--- src/rtl/d5m_pkg.sv ---
// rtl/d5m_pkg.sv - shared state, default limits and pixel-beat type for the D5M capture front end
package d5m_pkg;
   localparam int D5M_DATA_W = 12;
   localparam int D5M_CNT_W  = 12;
   localparam int D5M_MAX_W  = 2592;
   localparam int D5M_MAX_H  = 1944;

   typedef enum logic [1:0] {SYNC, WAIT_FRAME, FRAME} cap_state_t;

   typedef struct packed {
      logic [D5M_DATA_W-1:0] data;
      logic                  sof;
      logic                  eol;
      logic [D5M_CNT_W-1:0]  x;
      logic [D5M_CNT_W-1:0]  y;
   } pix_beat_t;
endpackage

--- src/rtl/d5m_geom_stats.sv ---
// rtl/d5m_geom_stats.sv - frame counter and per-frame line-length / overflow error accumulators
module d5m_geom_stats #(
   parameter int CNT_W = 12
) (
   input  logic             clk,
   input  logic             rst_n,
   input  logic             sof,
   input  logic             ovf,
   input  logic             line_end,
   input  logic             line_first,
   input  logic [CNT_W-1:0] line_len,
   input  logic [CNT_W-1:0] line0_len,
   input  logic             done,
   output logic [15:0]      frame_count,
   output logic             err_line_len,
   output logic             err_overflow
);
   logic acc_len;
   logic acc_ovf;

   always_ff @(posedge clk or negedge rst_n) begin
      if (!rst_n) begin
         acc_len      <= 1'b0;
         acc_ovf      <= 1'b0;
         frame_count  <= 16'd0;
         err_line_len <= 1'b0;
         err_overflow <= 1'b0;
      end else begin
         if (sof) begin
            acc_len <= 1'b0;
            acc_ovf <= 1'b0;
         end else begin
            if (ovf)
               acc_ovf <= 1'b1;
            if (line_end && !line_first && (line_len != line0_len))
               acc_len <= 1'b1;
         end
         if (done) begin
            frame_count  <= frame_count + 16'd1;
            err_line_len <= acc_len;
            err_overflow <= acc_ovf;
         end
      end
   end
endmodule

--- src/rtl/d5m_frame_capture.sv ---
// rtl/d5m_frame_capture.sv - D5M pin capture: qualified pixel stream with SOF/EOL, x/y and frame geometry
// Optional statistics (frame_count, err_line_len, err_overflow) enabled by D5M_CAPTURE_STATS_EN.
module d5m_frame_capture
   import d5m_pkg::*;
#(
   parameter int DATA_W = D5M_DATA_W,
   parameter int MAX_W  = D5M_MAX_W,
   parameter int MAX_H  = D5M_MAX_H,
   parameter int CNT_W  = D5M_CNT_W
) (
   input  logic              pixclk,
   input  logic              ARESETN,
   input  logic [DATA_W-1:0] idata,
   input  logic              ifval,
   input  logic              ilval,
   output logic              pix_valid,
   output logic [DATA_W-1:0] pix_data,
   output logic              pix_sof,
   output logic              pix_eol,
   output logic [CNT_W-1:0]  pix_x,
   output logic [CNT_W-1:0]  pix_y,
   output logic              frame_done,
   output logic [CNT_W-1:0]  frame_width,
   output logic [CNT_W-1:0]  frame_height,
   output logic [15:0]       frame_count,
   output logic              err_line_len,
   output logic              err_overflow
);
   logic [DATA_W-1:0] s1_data, s2_data;
   logic              s1_fval, s1_lval, s2_fval, s2_lval, s1_ok;
   logic              s1_pix, s2_pix;
   cap_state_t        state, state_nx;
   logic [CNT_W-1:0]  x_cnt, y_cnt, line0_len;
   logic              sof_pend, fall, fall_q;
   logic              take, accept, line_end, eol_nx, x_ovf, y_ovf;
   pix_beat_t         beat;
   logic              beat_valid;

   assign s1_pix = s1_fval && s1_lval;
   assign s2_pix = s2_fval && s2_lval;
   assign x_ovf  = (x_cnt >= CNT_W'(MAX_W));
   assign y_ovf  = (y_cnt >= CNT_W'(MAX_H));

   // s1_ok keeps SYNC from trusting the reset value of s1 before a real sample lands
   always_ff @(posedge pixclk or negedge ARESETN) begin
      if (!ARESETN)
         state <= SYNC;
      else
         state <= state_nx;
   end

   always_comb begin
      state_nx = state;
      fall     = 1'b0;
      take     = 1'b0;
      accept   = 1'b0;
      line_end = 1'b0;
      eol_nx   = 1'b0;
      case (state)
         SYNC:       if (s1_ok && !s1_fval) state_nx = WAIT_FRAME;
         WAIT_FRAME: if (s1_fval) state_nx = FRAME;
         FRAME: begin
            take     = s2_pix;
            line_end = s2_pix && !s1_pix;
            accept   = s2_pix && !x_ovf && !y_ovf;
            // an over-wide line ends its visible part at the last accepted column
            eol_nx   = accept && (!s1_pix || (x_cnt == CNT_W'(MAX_W - 1)));
            if (!s1_fval) begin
               state_nx = WAIT_FRAME;
               fall     = 1'b1;
            end
         end
         default:    state_nx = SYNC;
      endcase
   end

   always_ff @(posedge pixclk or negedge ARESETN) begin
      if (!ARESETN) begin
         s1_data      <= '0;
         s2_data      <= '0;
         s1_fval      <= 1'b0;
         s1_lval      <= 1'b0;
         s2_fval      <= 1'b0;
         s2_lval      <= 1'b0;
         s1_ok        <= 1'b0;
         x_cnt        <= '0;
         y_cnt        <= '0;
         line0_len    <= '0;
         sof_pend     <= 1'b0;
         fall_q       <= 1'b0;
         frame_done   <= 1'b0;
         frame_width  <= '0;
         frame_height <= '0;
         beat         <= '0;
         beat_valid   <= 1'b0;
      end else begin
         s1_ok      <= 1'b1;
         s1_data    <= idata;
         s1_fval    <= ifval;
         s1_lval    <= ilval;
         s2_data    <= s1_data;
         s2_fval    <= s1_fval;
         s2_lval    <= s1_lval;
         fall_q     <= fall;
         frame_done <= fall_q;
         beat_valid <= accept;
         beat.sof   <= accept && sof_pend;
         beat.eol   <= eol_nx;
         if (accept) begin
            beat.data <= D5M_DATA_W'(s2_data);
            beat.x    <= D5M_CNT_W'(x_cnt);
            beat.y    <= D5M_CNT_W'(y_cnt);
         end
         // x keeps counting past MAX_W so the reported geometry is what the sensor sent
         if (state == WAIT_FRAME) begin
            x_cnt     <= '0;
            y_cnt     <= '0;
            line0_len <= '0;
            sof_pend  <= 1'b1;
         end else if (take) begin
            if (accept)
               sof_pend <= 1'b0;
            if (line_end) begin
               x_cnt <= '0;
               y_cnt <= y_cnt + CNT_W'(1);
               if (y_cnt == '0)
                  line0_len <= x_cnt + CNT_W'(1);
            end else begin
               x_cnt <= x_cnt + CNT_W'(1);
            end
         end
         if (fall_q) begin
            frame_width  <= line0_len;
            frame_height <= y_cnt;
         end
      end
   end

   assign pix_valid = beat_valid;
   assign pix_data  = DATA_W'(beat.data);
   assign pix_sof   = beat.sof;
   assign pix_eol   = beat.eol;
   assign pix_x     = CNT_W'(beat.x);
   assign pix_y     = CNT_W'(beat.y);

`ifdef D5M_CAPTURE_STATS_EN
   d5m_geom_stats #(.CNT_W(CNT_W)) u_stats (
      .clk         (pixclk),
      .rst_n       (ARESETN),
      .sof         (accept && sof_pend),
      .ovf         (take && !accept),
      .line_end    (line_end),
      .line_first  (y_cnt == '0),
      .line_len    (x_cnt + CNT_W'(1)),
      .line0_len   (line0_len),
      .done        (fall_q),
      .frame_count (frame_count),
      .err_line_len(err_line_len),
      .err_overflow(err_overflow)
   );
`else
   assign frame_count  = 16'd0;
   assign err_line_len = 1'b0;
   assign err_overflow = 1'b0;
`endif
endmodule

--- config.mk ---
export PLATFORM = sky130hd
export DESIGN_NAME = d5m_frame_capture
export DESIGN_NICKNAME = d
export VERILOG_FILES = /design/src/rtl/d5m_pkg.sv /design/src/rtl/d5m_geom_stats.sv /design/src/rtl/d5m_frame_capture.sv
export SDC_FILE = /design/constraint.sdc
export NUM_CORES = 1
export LEC_CHECK = 0
export ABC_AREA = 1
export ABC_CLOCK_PERIOD_IN_PS = 2400
export CORE_MARGIN = 2
export CORE_UTILIZATION = 56
export DETAILED_ROUTE_END_ITERATION = 10
export PLACE_DENSITY = 0.89
export SLEW_MARGIN = 10
export SYNTH_ARGS = -nofsm -noshare
export SYNTH_HDL_FRONTEND = slang
export SYNTH_HIERARCHICAL = 1
export SYNTH_SLANG_ARGS = --single-unit
--- constraint.sdc ---
create_clock -name pixclk -period 2.4 [get_ports pixclk]
set_clock_uncertainty 0.2 [all_clocks]
set_input_delay 0.48 -clock pixclk [delete_from_list [all_inputs] [get_ports pixclk]]
set_output_delay 0.48 -clock pixclk [all_outputs]
set_load 0.01 [all_outputs]
# Word-level counts from Yosys, hierarchy flattened

Cells that the tools add are included.
Widths: inputs -> output; s select.

Reductions and logical operators: 23
Magnitude comparators: 2
Eq/ne operators: 6
Add/subtract/negate cells: 2
Muxes and demuxes: 23

Operator list:

| cell                  | number |
|---|---|
| $mux 12               | 10 |
| $add 12x1->12 const B | 2 |
| $eq 12x12->1 const B  | 1 |
| $ge 12x11->1 const B  | 1 |
| $ge 12x12->1 const B  | 1 |
| $logic_not 12->1      | 1 |
| $mux 1                | 9 |
| $logic_and 1x1->1     | 8 |
| $reduce_bool 2->1     | 4 |
| $mux 2                | 3 |
| $ne 2x2->1 const B    | 3 |
| $pmux 2 s3            | 1 |
| $reduce_and 3->1      | 2 |
| $logic_not 1->1       | 4 |
| $reduce_and 2->1      | 2 |
| $eq 2x1->1 const B    | 1 |
| $eq 2x2->1 const B    | 1 |
| $logic_not 2->1       | 1 |
| $logic_or 1x1->1      | 1 |

Word-level logic and storage cells: 78
Register bits: 133

# Logic depth before layout (Yosys ltp)

Gate-level depths: netlist of the first run.

Word-level depth: 8
Mapped depth: 10
Mapped depth without buffers: 9

# Worst setup path after synthesis of the first run

No wires, ideal clock.

Path type: register to register
From: reg y_cnt[0]
To: reg line0_len[10]
Clock period less this slack: 1.549 ns
Setup time: 0.117 ns
Arrival: 1.232 ns
Slack: 0.851 ns
Stages on the path, launching flop included: 9
Path through: dfrtp_1 inv_1 ha_1 nand2_1 nor2_1 nand3_1 buf_2 nand3_1 nand2_1

Word-level cells in the longest chain between the ends: 3

Ends and longest elaborated chain:

| element                     | RTL line                 | text |
|---|---|---|
| start: declaration          | d5m_frame_capture.sv:33  | `logic [CNT_W-1:0] x_cnt, y_cnt, line0_len;` |
| start signal: assignment    | d5m_frame_capture.sv:125 | `y_cnt <= y_cnt + CNT_W'(1);` |
| $logic_not 12->1            | d5m_frame_capture.sv:126 | `if (y_cnt == '0)` |
| $reduce_bool 2->1 (no line) | -                        |  |
| $reduce_and 3->1 (no line)  | -                        |  |
| end signal: assignment      | d5m_frame_capture.sv:127 | `line0_len <= x_cnt + CNT_W'(1);` |
| end: declaration            | d5m_frame_capture.sv:33  |  |

No other way between the ends.
A chain may end at the register's enable or synchronous reset.

# Final worst setup path of the first run

From: reg y_cnt[0]
To: reg line0_len[9]

Same word-level chain as after synthesis.

==> run_results.csv, run 1 <==
group,metric,value,unit
synth,yosys_warnings,6,
synth,synth_seq_area_share,60.8,%
critical_path,worstSetupEndpointType,"flop",
detailed_routing,first_pass_iters,5,
synth,yosys.area_share.simple,24.5,%
layout,drive_gt1_share,9.20,%
timing,hold_viol,0,
grt,grt_pass1_wl,20300,um
timing,worst_pin_slew,0.563,ns
critical_path,cp-start-kind,"flop",
critical_path,critical_path.most_common_cell,"nand2_1",
placed_design,place_congestion,0.837,
run,maxCapViolCount,0,
placed_design,portBuffers,79,
detailed_routing,drtIter0Drc,277,
clock_network,clockRootBuffer,"clkbuf_8",
critical_path,cpPeakStageDelay,0.46,ns
detailed_routing,vias_per_cell,5.31,
grt,grt_usage,25.2,%
placed_design,dpl-instance-area,6350,um^2
timing,period_minus_slack,2.15,ns
timing,period_share,89.6,%
min_path,hold_path.class,"flop to flop",
power_and_ir_drop,power_density,864,nW/um^2
power_and_ir_drop,p_leak,3.47,nW
layout,finalNetCount,692,
layout,final_common_cell,"nand2_1",
clock_network,clock_path_buffers,2,
synth,synth_cell_types,29,
detailed_routing,wl_per_cell,15.3,um
layout,area_growth,27.1,%
clock_network,clkLatencyLatePin,0.52,ns
critical_path,worst-path-buf-inv,2,
synth,synth-adder-area-share,0.914,%
placed_design,dpl.cell_count,785,
critical_path,crit_type,"flop to flop",
layout,final_cell_mix,"212 x nand2_1, 133 x dfrtp_1, 78 x clkdlybuf4s50_1",
grt,gr-total-overflow,0,
die,num_rows,36,
clock_network,tritoncts,"done",
detailed_routing,drc,0,
detailed_routing,antenna_left,0,
detailed_routing,vias,4340,
critical_path,crit_path_max_fanout,13,
timing,rsz0062_at_grt,"no",
detailed_routing,drt-total-wl,12500,um
timing,max_freq,465,MHz
synth,synthesis.area,5480,um^2
die,die-area,10600,um^2
synth,synth_compound_area_share,3.43,%
clock_network,post_cts_resized,0,
die,die_h,103,um
synth,yosysTopAreaCell,"dfrtp_1",
layout,antenna_cells,0,
critical_path,crit_family,"simple AND/OR/NAND/NOR gates",
power_and_ir_drop,ir_drop,0.474,mV
timing,drv_slew,0,
clock_network,ctsHtreeMaxLevel,4,
synth,synth-xor-area-share,0.480,%
synth,synthCells,585,
power_and_ir_drop,p_total,6.01,mW
synth,yosysTopAreaCellShare,60.8,%
timing,maxSlewHeadroom,62.4,%
timing,fin_tns_setup,0,ns
clock_network,cts-buffers-inserted,17,
synth,synth_top_family_by_area,"simple AND/OR/NAND/NOR gates",
layout,postLayoutCellArea,6960,um^2
placed_design,dp_hpwl,8370,um
grt,grt_start_max_net_pins,53,
grt,antenna_found_initial,0,
clock_network,path_clk_slew,0.06,ns
clock_network,post_cts_buffers,0,
synth,ys_ff_latch,133,
clock_network,cts_sinks,133,
die,core-area,9640,um^2
synth,synthMuxAreaShare,2.47,%
critical_path,cp_slowest_cell,"dfrtp_1",
clock_network,cts_hold_buffers,1,
status,status,"complete, no violations",
critical_path,critical_path.cell_chain,"inv_1 > ha_1 > nand2_1 > nor2_1 > nand3_1 > inv_1 > nand2_1 > nand2_1",
die,initial_core_util,56.8,%
die,die_w,103,um
timing,setup_viol,0,
die,io_pins,98,
critical_path,critPathArrivalTime,2.40,ns
critical_path,cp_data_required_time,2.65,ns
synth,synthTopCellsByArea,"dfrtp_1 61%, nand2_1 15%, nand3_1 3.3%, inv_1 2.9%, buf_4 2.9%",
grt,grt_pass1_vias,4256,
layout,fillers,739,
layout,fin_cells,818,
synth,syn_area_per_cell,9.36,um^2
-- routing by layer --
metal / track usage [%] / vias to the layer above / wire (um)
met5: 0 / - / 0
met4: 10.8 / 0 / 233
met3: 5.83 / 25 / 702
met2: 41.5 / 166 / 6400
met1: 32.4 / 2160 / 5220
li1: - / 1989 / -
-- power breakdown --
group / total [mW] / switching (mW) / internal (mW)
Clock: 2.62 / 1.10 / 1.53
Sequential: 2.57 / 0.123 / 2.45
Combinational: 0.810 / 0.399 / 0.411
Total: 6.01 / 1.62 / 4.39
-- registers in the layout (all words and copies together) (netlist names), 2 cells and up --
signal and flops:
s2_data 12, frame_height 12, pix_y 12, frame_width 12, pix_data 12, line0_len 12, x_cnt 12, y_cnt 12
s1_data 12, pix_x 12, state 2
-- path summary, 6_finish.rpt --
path	startpoint	end	slack, ns	depth (start not counted)
worst max-delay path	y_cnt[0]	line0_len[9]	0.25	8
worst min-delay path	s1_data[2]	s2_data[2]	0.15	0
worst max register to register	y_cnt[0]	line0_len[9]	0.25	8
worst min register to register	s1_data[2]	s2_data[2]	0.15	0
max in group asynchronous	ARESETN	y_cnt[10]	1.09	3
min in group asynchronous	ARESETN	frame_width[11]	0.26	2
-- logic make-up after synthesis --
family                     Yosys count
and+or+nand+nor                    316
muxes                               12
xor gates and xnor gates             3
DFF                                133
buffers and inverters               79
AOI/OAI and AO/OA                   36
adders and majority gates            4
other                                2
-- metrics by stage --
step | util (%) | hold slack [ns] | setup WS [ns]
after global placement | 65.9 | 0.133 | 0.477
after CTS | 72.2 | 0.151 | 0.243
after floorplan | - | -0.0156 | 0.851
after detailed placement | 65.9 | 0.136 | 0.341
after global routing | 72.2 | 0.158 | 0.111
final | 72.2 | 0.150 | 0.250
-- Yosys cell counts, drive strengths merged --
master / count
o21ai: 16
dfrtp: 133
buf: 33
a31oi: 1
clkinv: 1
a21boi: 1
nor3: 3
a21oi: 15
o22ai: 3
inv: 43
ha: 4
nor2: 48
mux2: 12
nand2: 215
xnor2: 1
conb: 2
xor2: 2
clkbuf: 2
nand4: 14
nand3: 36
-- worst reg2reg max path, cell delays in order, from the launching register on --
cell	delay, ns
dfrtp_1	0.46
inv_1	0.18
ha_1	0.18
nand2_1	0.07
nor2_1	0.15
nand3_1	0.45
inv_1	0.24
nand2_1	0.09
nand2_1	0.07
-- area by class of cell --
type	count	area, um^2	area share, %
sequential	133	3330	47.8
clock inverter	15	181	2.61
inverter	44	165	2.37
multi-input combinational	390	1810	26.0
clock buffer	17	414	5.95
tap	133	166	2.39
timing repair buffer	86	893	12.8
(Power assumes the default switching activity.)
==> inputs of run 2 (changes only) <==
Settings changed: CORE_ASPECT_RATIO set to 1.4.
==> run 2 against run 1 <==
Net effect:
- global-route usage is 0.76 points lower
- utilization rose by 1.6 points
- largest power group unchanged
- cell area grew 0.81%
- combinational power is 0.9% lower
- final cell count increased by 0.24%
- routed wire length decreased by 5.3%
- non-clock buffer count is 3 higher
- sequential share of layout area is 0.38 points lower
- worst hold slack got worse by 0.015 ns
==> run_results.csv, run 2 (synthesized netlist as in run 1, its figures left out) <==
group,metric,value,unit
status,status,"complete, no violations",
layout,antenna_cells,0,
timing,maxSlewHeadroom,62.2,%
grt,use_met2,40.9,%
timing,max_freq,497,MHz
clock_network,clkLatencyLatePin,0.41,ns
grt,use_met3,6.87,%
detailed_routing,wl_per_cell,14.5,um
detailed_routing,vias_per_cell,5.16,
run,maxCapViolCount,0,
layout,area_growth,28.1,%
die,core-area,9510,um^2
grt,grt_pass1_vias,4255,
min_path,hold_path.class,"flop to flop",
detailed_routing,vias,4233,
grt,grt_usage,24.5,%
placed_design,preCtsSetupSlack,0.186,ns
critical_path,cp_slowest_cell,"clkdlybuf4s50_1",
detailed_routing,antenna_left,0,
timing,worst_pin_slew,0.568,ns
min_path,hp-start,"s1_data[0]",
grt,use_met1,29.3,%
grt,grt_start_max_net_pins,42,
layout,drive_gt1_share,8.87,%
power_and_ir_drop,p_leak,3.51,nW
power_and_ir_drop,ir_drop,0.637,mV
timing,fin_tns_setup,0,ns
clock_network,clockRootBuffer,"clkbuf_16",
critical_path,crit_type,"flop to output port",
detailed_routing,drc,0,
detailed_routing,drtIter0Drc,261,
timing,hold_viol,0,
grt,gr-total-overflow,0,
die,num_rows,42,
layout,final_cell_mix,"212 x nand2_1, 133 x dfrtp_1, 78 x clkdlybuf4s50_1",
critical_path,crit_path_max_fanout,2,
critical_path,cpPeakStageDelay,0.55,ns
timing,period_share,83.9,%
clock_network,clock_path_buffers,2,
placed_design,portBuffers,79,
critical_path,worst-path-buf-inv,1,
die,die_w,87.6,um
timing,drv_slew,0,
die,die-area,10600,um^2
critical_path,cp-start-kind,"flop",
grt,grt_pass1_wl,19800,um
grt,antenna_found_initial,0,
critical_path,crit_family,"buffers and inverters",
clock_network,cts_sinks,133,
detailed_routing,drt-total-wl,11900,um
power_and_ir_drop,power_density,886,nW/um^2
critical_path,reg2reg_from,"y_cnt[0]",
critical_path,critical_path.cell_chain,"clkdlybuf4s50_1",
die,io_pins,98,
critical_path,startpoint,"pix_x[2]",
grt,grt_busiest_layer,"met2",
die,initial_core_util,57.6,%
layout,postLayoutCellArea,7010,um^2
critical_path,critPathArrivalTime,1.33,ns
placed_design,dp_hpwl,8000,um
timing,rsz0062_at_grt,"no",
detailed_routing,first_pass_iters,5,
placed_design,place_congestion,0.865,
clock_network,cts-buffers-inserted,17,
layout,final_common_cell,"nand2_1",
timing,worst_slack,0.387,ns
timing,period_minus_slack,2.01,ns
layout,finalNetCount,695,
critical_path,worstSetupEndpointType,"output port",
clock_network,tritoncts,"done",
timing,setup_viol,0,
power_and_ir_drop,p_total,6.21,mW
critical_path,cp_data_required_time,1.72,ns
die,die_h,121,um
placed_design,dpl-instance-area,6350,um^2
clock_network,ctsHtreeMaxLevel,4,
clock_network,path_clk_slew,0.06,ns
[run 2: cell types whose count changed in the layout (fill, tap and decap cells not counted)]
cell        delta
nand4_4        +1
clkinvlp_4     -1
inv_8          -4
buf_4          +5
clkbuf_16      +1
clkbuf_8       -1
clkinv_2       +3
clkbuf_1       +5
nand4_2        -1
buf_12         -2
inv_6          -6
bufinv_16      +4
clkinv_4       -1
[run 2: worst register-to-register path: stages (launching register included)]
cell and delay (ns):
dfrtp_1 0.45, inv_1 0.18, ha_1 0.19, nand2_1 0.06
nor2_1 0.13, nand3_1 0.38, nand3_1 0.21, nand2_1 0.09
[run 2: per-layer routing]
layer,share of wire [%],routed length [um]
met5,0,0
met4,2.2,257
met3,5.3,628
met2,53,6350
met1,39,4650
[run 2: power breakdown]
part / switching, mW / internal (mW)
logic: 0.389 / 0.414
clock network: 0.902 / 1.94
registers: 0.111 / 2.45
total: 1.40 / 4.81
[run 2: path summary, 6_finish.rpt]
check	to	slack [ns]	cells after the start
hold reg to reg	s2_data[0]	0.13	0
max in group asynchronous	pix_x[6]	0.92	3
min in group asynchronous	frame_width[0]	0.40	2
hold / removal	s2_data[0]	0.13	0
setup reg to reg	line0_len[4]	0.40	7
setup / recovery	pix_x[2]	0.39	1
[run 2: final cells by class]
class	instances	area (um^2)
Sequential cell	133	3330
Fill cell	651	2500
Multi-Input combinational cell	390	1820
Timing Repair Buffer	89	891
Clock buffer	22	444
Clock inverter	10	203
Inverter	44	165
Tap cell	132	165
[run 2: what timing repair did]
item,CTS,global route
setup buffers,0,0
endpoints found under the setup margin,0,16
hold buffers,1,0
gates resized for setup,0,1
hold endpoints to repair,37,0
[run 2: through the flow]
stage / instances / hold WS [ns] / utilization (%)
final: 820 / 0.134 / 73.7
after global routing: 820 / 0.149 / 73.7
after CTS: 820 / 0.143 / 73.7
after detailed placement: 787 / 0.135 / 66.7
after global placement: 787 / 0.135 / 66.7
after floorplan: 602 / -0.0156 / -
